**config.mk**
```make
export PLATFORM = sky130hd
export DESIGN_NAME = npc_ras_unit
export DESIGN_NICKNAME = d
export VERILOG_FILES = /design/src/rtl/npc_ras_unit.sv
export SDC_FILE = /design/constraint.sdc
export NUM_CORES = 1
export LEC_CHECK = 0
export CORE_AREA = 2 2 155 157
export CTS_CLUSTER_DIAMETER = 100
export DETAILED_ROUTE_END_ITERATION = 8
export DIE_AREA = 0 0 157 159
export PLACE_DENSITY = 0.8
export SKIP_LAST_GASP = 1
export SYNTH_ARGS = -nofsm -noshare
export SYNTH_HDL_FRONTEND = slang
export SYNTH_SLANG_ARGS = --single-unit
```
**constraint.sdc**
```tcl
create_clock -name clk -period 6.9 [get_ports clk]
set_input_delay 1.38 -clock clk [delete_from_list [all_inputs] [get_ports clk]]
set_output_delay 1.38 -clock clk [all_outputs]
set_load 0.005 [all_outputs]
```
**src/rtl/npc_ras_unit.sv**
```systemverilog
// rtl/npc_ras_unit.sv - fetch PC register, next-PC mux, return-address stack and redirect counter
module npc_ras_unit #(
    parameter logic [31:0] RESET_PC  = 32'h0000_3000,
    parameter logic [31:0] EXC_VEC   = 32'h0000_4180,
    parameter int          RAS_DEPTH = 4,
    parameter int          CNT_W     = 16
) (
    input  logic                         clk,
    input  logic                         reset,
    input  logic                         stall,
    input  logic [2:0]                   npc_op,
    input  logic                         cmp_suc,
    input  logic                         is_ra,
    input  logic [31:0]                  D_PC,
    input  logic [15:0]                  imm16,
    input  logic [25:0]                  imm26,
    input  logic [31:0]                  rs_val,
    input  logic                         exc_req,
    input  logic                         eret_req,
    input  logic [31:0]                  epc,
    output logic [31:0]                  F_PC,
    output logic [31:0]                  NPC,
    output logic                         ras_miss,
    output logic [$clog2(RAS_DEPTH):0]   ras_count,
    output logic [CNT_W-1:0]             redirect_cnt
);
    localparam int PW = $clog2(RAS_DEPTH);
    localparam logic [2:0] OP_BR   = 3'b001;
    localparam logic [2:0] OP_J    = 3'b010;
    localparam logic [2:0] OP_JAL  = 3'b011;
    localparam logic [2:0] OP_JR   = 3'b100;
    localparam logic [2:0] OP_JALR = 3'b101;
    localparam logic [PW:0]   FULL    = (PW+1)'(RAS_DEPTH);
    localparam logic [PW-1:0] PTR_ONE = PW'(1);
    localparam logic [PW:0]   CNT_ONE = (PW+1)'(1);

    logic [31:0]      f_pc_q;
    logic [31:0]      ras_q [RAS_DEPTH];
    logic [PW-1:0]    ptr_q, ptr_d;
    logic [PW:0]      count_q, count_d;
    logic             miss_q, miss_d;
    logic [CNT_W-1:0] redir_q, redir_d;

    logic             applied, taken, do_push, do_pop;
    logic [31:0]      target, br_pc, push_val;
    logic [PW-1:0]    top_idx;

    always_comb begin
        applied  = !stall && !exc_req && !eret_req;
        br_pc    = D_PC + 32'd4 + {{14{imm16[15]}}, imm16, 2'b00};
        push_val = D_PC + 32'd8;
        top_idx  = ptr_q - PTR_ONE;
        target   = f_pc_q + 32'd4;
        taken    = 1'b0;
        case (npc_op)
            OP_BR: begin
                if (cmp_suc) begin
                    target = br_pc;
                    taken  = 1'b1;
                end
            end
            OP_J, OP_JAL: begin
                target = {f_pc_q[31:28], imm26, 2'b00};
                taken  = 1'b1;
            end
            OP_JR, OP_JALR: begin
                target = rs_val;
                taken  = 1'b1;
            end
            default: ;
        endcase

        if (exc_req)       NPC = EXC_VEC;
        else if (eret_req) NPC = epc;
        else if (stall)    NPC = f_pc_q;
        else               NPC = target;

        do_push = applied && (npc_op == OP_JAL || npc_op == OP_JALR);
        do_pop  = applied && (npc_op == OP_JR) && is_ra;

        // Pushing when full overwrites the oldest slot simply by letting the pointer wrap.
        ptr_d   = ptr_q;
        count_d = count_q;
        miss_d  = 1'b0;
        if (do_push) begin
            ptr_d = ptr_q + PTR_ONE;
            if (count_q != FULL) count_d = count_q + CNT_ONE;
        end else if (do_pop) begin
            if (count_q == '0) begin
                miss_d = 1'b1;
            end else begin
                ptr_d   = top_idx;
                count_d = count_q - CNT_ONE;
                miss_d  = (ras_q[top_idx] != rs_val);
            end
        end

        redir_d = redir_q;
        if (applied && taken && redir_q != '1) redir_d = redir_q + 1'b1;
    end

    always_ff @(posedge clk or posedge reset) begin
        if (reset) begin
            f_pc_q  <= RESET_PC;
            ptr_q   <= '0;
            count_q <= '0;
            miss_q  <= 1'b0;
            redir_q <= '0;
            for (int i = 0; i < RAS_DEPTH; i++) ras_q[i] <= '0;
        end else begin
            f_pc_q  <= NPC;
            ptr_q   <= ptr_d;
            count_q <= count_d;
            miss_q  <= miss_d;
            redir_q <= redir_d;
            if (do_push) ras_q[ptr_q] <= push_val;
        end
    end

    assign F_PC         = f_pc_q;
    assign ras_miss     = miss_q;
    assign ras_count    = count_q;
    assign redirect_cnt = redir_q;
endmodule

```
Word level (Yosys, flattened, before mapping)
Cells that the tools add are included.

storage, ports and cells
  output and inout bits = 84
  bits in registers = 182

operators by class
  reductions and logical operators = 19
  eq/ne operators = 10
  add/subtract/negate cells = 9
  bitwise operators = 2
  $lt $le $gt $ge = 3
  multiplexer cells = 23

operator list
  operator                                                         count
  32-bit 2-to-1 mux                                                7
  128-bit bitwise mux                                              1
  32-bit case mux with 3 select lines                              1
  32-bit by 3-bit adder with 32-bit output, second input constant  2
  32-bit binary-select mux with 2-bit select                       1
  32-bit demux with 2-bit select                                   1
  32-bit adder                                                     1
  32-bit by 4-bit adder with 32-bit output, second input constant  1
  32-bit inequality test                                           1
  16-bit by 1-bit adder with 16-bit output, second input constant  1
  16-bit inequality test, second input constant                    1
  3-bit 2-to-1 mux                                                 4
  1-bit logical AND                                                8
  3-bit by 2-bit == test with 1-bit output, second input constant  2
  3-bit == test, second input constant                             2
  3-bit greater-or-equal comparator, second input constant         2
  2-bit 2-to-1 mux                                                 3
  2-bit NOT with 3-bit output                                      2
  1-bit 2-to-1 mux                                                 4
  2-bit OR reduction                                               2
  4-bit OR reduction                                               1
  3-bit by 1-bit adder with 3-bit output, second input constant    1
  3-bit by 1-bit == test with 1-bit output, second input constant  1
  1-bit logical NOT                                                3
  other kinds (13)                                                 13

Depth between registers and ports, before layout
  depth in word-level cells = 9
  mapped depth = 15
  depth with buffers taken out = 15

Least setup slack after synthesis
Ideal clock, no wire load.

  path kind = input to output
  from = in D_PC[2]
  to = out NPC[29]
  stages = 15
  data required time = 5520 ps
  data arrival time = 4086 ps
  path slack = 1434 ps
  buffers on the path = 0
  path through = inv_1 ha_1 inv_1 ha_1 inv_1 fa_1 nor2b_4 o31a_1 or3_4 a21oi_2 or2_4 o221a_4 or4_1 a31oi_1 a2bb2oi_1

on the way
  longest elaborated chain between the ends = 7

RTL lines
  what                                      line  source
  start, declared                           14    input logic [31:0] D_PC,
  32-bit by 3-bit adder with 32-bit output  50    br_pc = D_PC + 32'd4 + {{14{imm16[15]}}, imm16, 2'b00};
  32-bit adder                              50
  32-bit 2-to-1 mux                         57    if (cmp_suc) begin
  32-bit case mux with 3 select lines       55    case (npc_op)
  32-bit 2-to-1 mux                         75    else if (stall) NPC = f_pc_q;
  32-bit 2-to-1 mux                         74    else if (eret_req) NPC = epc;
  32-bit 2-to-1 mux                         73    if (exc_req) NPC = EXC_VEC;
  end, declared                             22    output logic [31:0] NPC,

No other way between the ends.

Final worst setup path
Same ends and word-level chain as after synthesis.

==> results.cfg <==
[outcome]
outcome = completed

[power]
power.density_nw_per_um2 = 272
peakVddDrop_v = 0.000151
power.total_mw = 4.18
p_leak_nw = 6.46

[setup_path]
cp_common_cell = inv_1
end_kind = output pin
cp_num_buf_inv = 5
path_depth = 17
cp_slowest_cell = clkdlybuf4s50_1
critPathMaxStageDelay_ns = 0.52
crit_required_ns = 5.52
critPathMaxFanout = 5
critPathLaunchType = input pin
rr_worst_depth = 10
reg2reg_to = ras_miss
r2r_slack_ns = 3.13
arrival_ns = 5.38
cp_top_family = buffers and inverters
regToRegStartpoint = ptr_q[0]
path_cells = clkdlybuf4s50_1 -> inv_1 -> ha_1 -> inv_1 -> ha_1 -> inv_1 -> fa_1 -> nor2b_4 -> o31a_1 -> or3_4 -> a21oi_2 -> or2_4 -> o221a_4 -> or4_1 -> a31oi_1 -> a2bb2oi_2 -> clkdlybuf4s50_1
crit_path_start = D_PC[2]
critPathKind = in -> out

[placed_design]
gp_congestion = 0.983
dpl_worst_slack_ns = 0.168
io_buffers = 231
dp.final_hpwl_mm = 30.8
placed_area_um2 = 14700

[sta]
tightest_slew_ns = 0.877
slew_headroom = 0.415
hold_ws_ns = 0.482
hold_viol = 0
finClkSkew_ns = 0.0127
layout_min_cycle_time_ns = 6.76
post-route-period-util = 0.979
slew_violations = 0
final.setup.tns_ns = 0
finalSetupViolations = 0
rsz0062_at_grt = true
fmax_mhz = 148
worst_slack_ns = 0.142

[drt]
drt-initial-drc-count = 1171
drc = 0
drtAntennaViolNets = 0
dr.pass1.iters = 7
viasPerCell = 6.20
vias = 11600
wirelength_mm = 41.1
avgRoutedWirePerCell_um = 22.0

[layout]
nets = 1748
final_cell_mix = 230 x clkdlybuf4s50_1, 189 x nand2_1, 179 x dfrtp_1
mostFrequentLayoutCell = clkdlybuf4s50_1
area_growth_pct = 26.2
multi_input_area_um2 = 7160
fillers = 1850
drive_above_1_share = 0.0828
seq_area_um2 = 4560
finish.instance_area_um2 = 15300

[yosys]
synth-async-reset-ratio = 1.00
ys_seq_area_frac = 0.375
netlist_instances = 1332
ys.warnings.count = 0
syn_area_per_cell_um2 = 9.13
syn_area_um2 = 12200
synth_enable_flop_cells = 0
synth_fp_nets = 1548
synth_flop_cell = dfrtp_1
synth.distinct_cells = 77
synth_seq_cells = 182

[clocking]
cts_tree = built
cts_setup_buffers = 0
numCtsBuffers = 17
cts_max_level = 4
insertion_delay_ns = 0.45
clock-sinks = 182
clk_pin_slew_ns = 0.07
clk_path_buf_depth = 2
ctsRootBufferMaster = clkbuf_16

[hold_path]
hold_path.class = reg -> reg
whs_path_depth = 2
hp-start = ras_q[30]
holdPathEnd = ras_q[30]

[global_route]
grt_pass1_vias = 11300
antenna_found_initial = 3
grt_pass1_wl_mm = 63.0
grt-ovfl-total = 0
grt_max_degree = 95
grt_use_total = 0.328

[die]
die_area_um2 = 25000
io_pins = 232
die_y_um = 159
die_w_um = 157
coreArea_um2 = 23200
start_util = 0.524
rows = 56

[flow_run]
cap_violations = 0
==> sequential cells by signal (all words and copies together) (netlist names) <==
register	cells
redirect_cnt	16
ptr_q	2
ras_count	3
F_PC	32
ras_q	128
ras_miss	1
==> report_power, final <==
group	leakage, nW	internal (mW)	switching (mW)
Sequential	2.41	1.37	0.202
Clock	0.294	0.495	0.522
Combinational	3.76	0.771	0.820
Total	6.46	2.64	1.54
==> worst max-delay path by stage <==
stage | endpoint | slack [ns]
global route | NPC[29] | -0.005
detailed placement | NPC[29] | 0.17
global placement | NPC[29] | 0.23
floorplan | F_PC[0] | 0.58
finish | NPC[29] | 0.14
CTS | NPC[29] | 0.15
==> repair_timing <==
action                                 in CTS  in global routing
setup endpoints to repair                   0                  2
endpoints found under the hold margin       0                  0
resized for setup                           0                  2
hold buffers                                0                  0
==> layout make-up <==
| cell class | count | share of cell area |
|---|---|---|
| Tap cell | 319 | 0.0260 |
| Inverter | 34 | 0.00864 |
| Clock buffer | 18 | 0.0280 |
| Multi-Input combinational cell | 1043 | 0.466 |
| Clock inverter | 14 | 0.0117 |
| Antenna cell | 4 | 0.000652 |
| Timing Repair Buffer | 254 | 0.162 |
| Sequential cell | 182 | 0.297 |
==> worst min-delay path, delay by kind of cell (launching register included) <==
kind | cells | cell delay, ns
simple gates | 1 | 0.04
compound gates | 1 | 0.06
flops | 1 | 0.34
==> stage by stage <==
step                      utilization  instances
after floorplan                     -       1332
after global placement          0.635       1832
after detailed placement        0.635       1832
after CTS                       0.661       1864
after global routing            0.662       1867
final                           0.662       1868
==> synthesized netlist by cell type, drive strengths merged (11+ instances only) <==
master | count | area, µm²
nand2 | 190 | 716
dfrtp | 180 | 4500
o21ai | 158 | 791
a21oi | 84 | 424
nor2 | 73 | 282
ha | 66 | 826
xnor2 | 57 | 499
clkbuf | 54 | 223
xor2 | 49 | 429
nand3 | 36 | 180
inv | 34 | 128
mux4 | 32 | 721
nor3 | 30 | 160
and3 | 26 | 163
mux2 | 21 | 236
nand4 | 21 | 131
a22oi | 18 | 135
buf | 18 | 91.3
a31oi | 12 | 75.1
o21a | 11 | 82.6
==> cell families (layout without fill, tap and decap cells) <==
kind of cell / after synthesis / in the layout / synth area share
adders and majority gates: 68 / 68 / 0.0712
DFF: 182 / 182 / 0.375
and+or+nand+nor: 433 / 433 / 0.168
xor gates and xnor gates: 106 / 106 / 0.0764
AOI/OAI and AO/OA: 376 / 376 / 0.188
muxes: 60 / 60 / 0.0845
buffers and inverters: 107 / 320 / 0.0373
other: 0 / 4 / 0
==> routing by layer <==
metal	up-vias	routed length, µm	global-route usage
met2	622	19400	0.526
met3	122	3660	0.0645
met4	0	2010	0.167
met1	5584	16000	0.424
li1	5249	-	-
met5	-	0	0
Power figures use the tool's default switching activity.
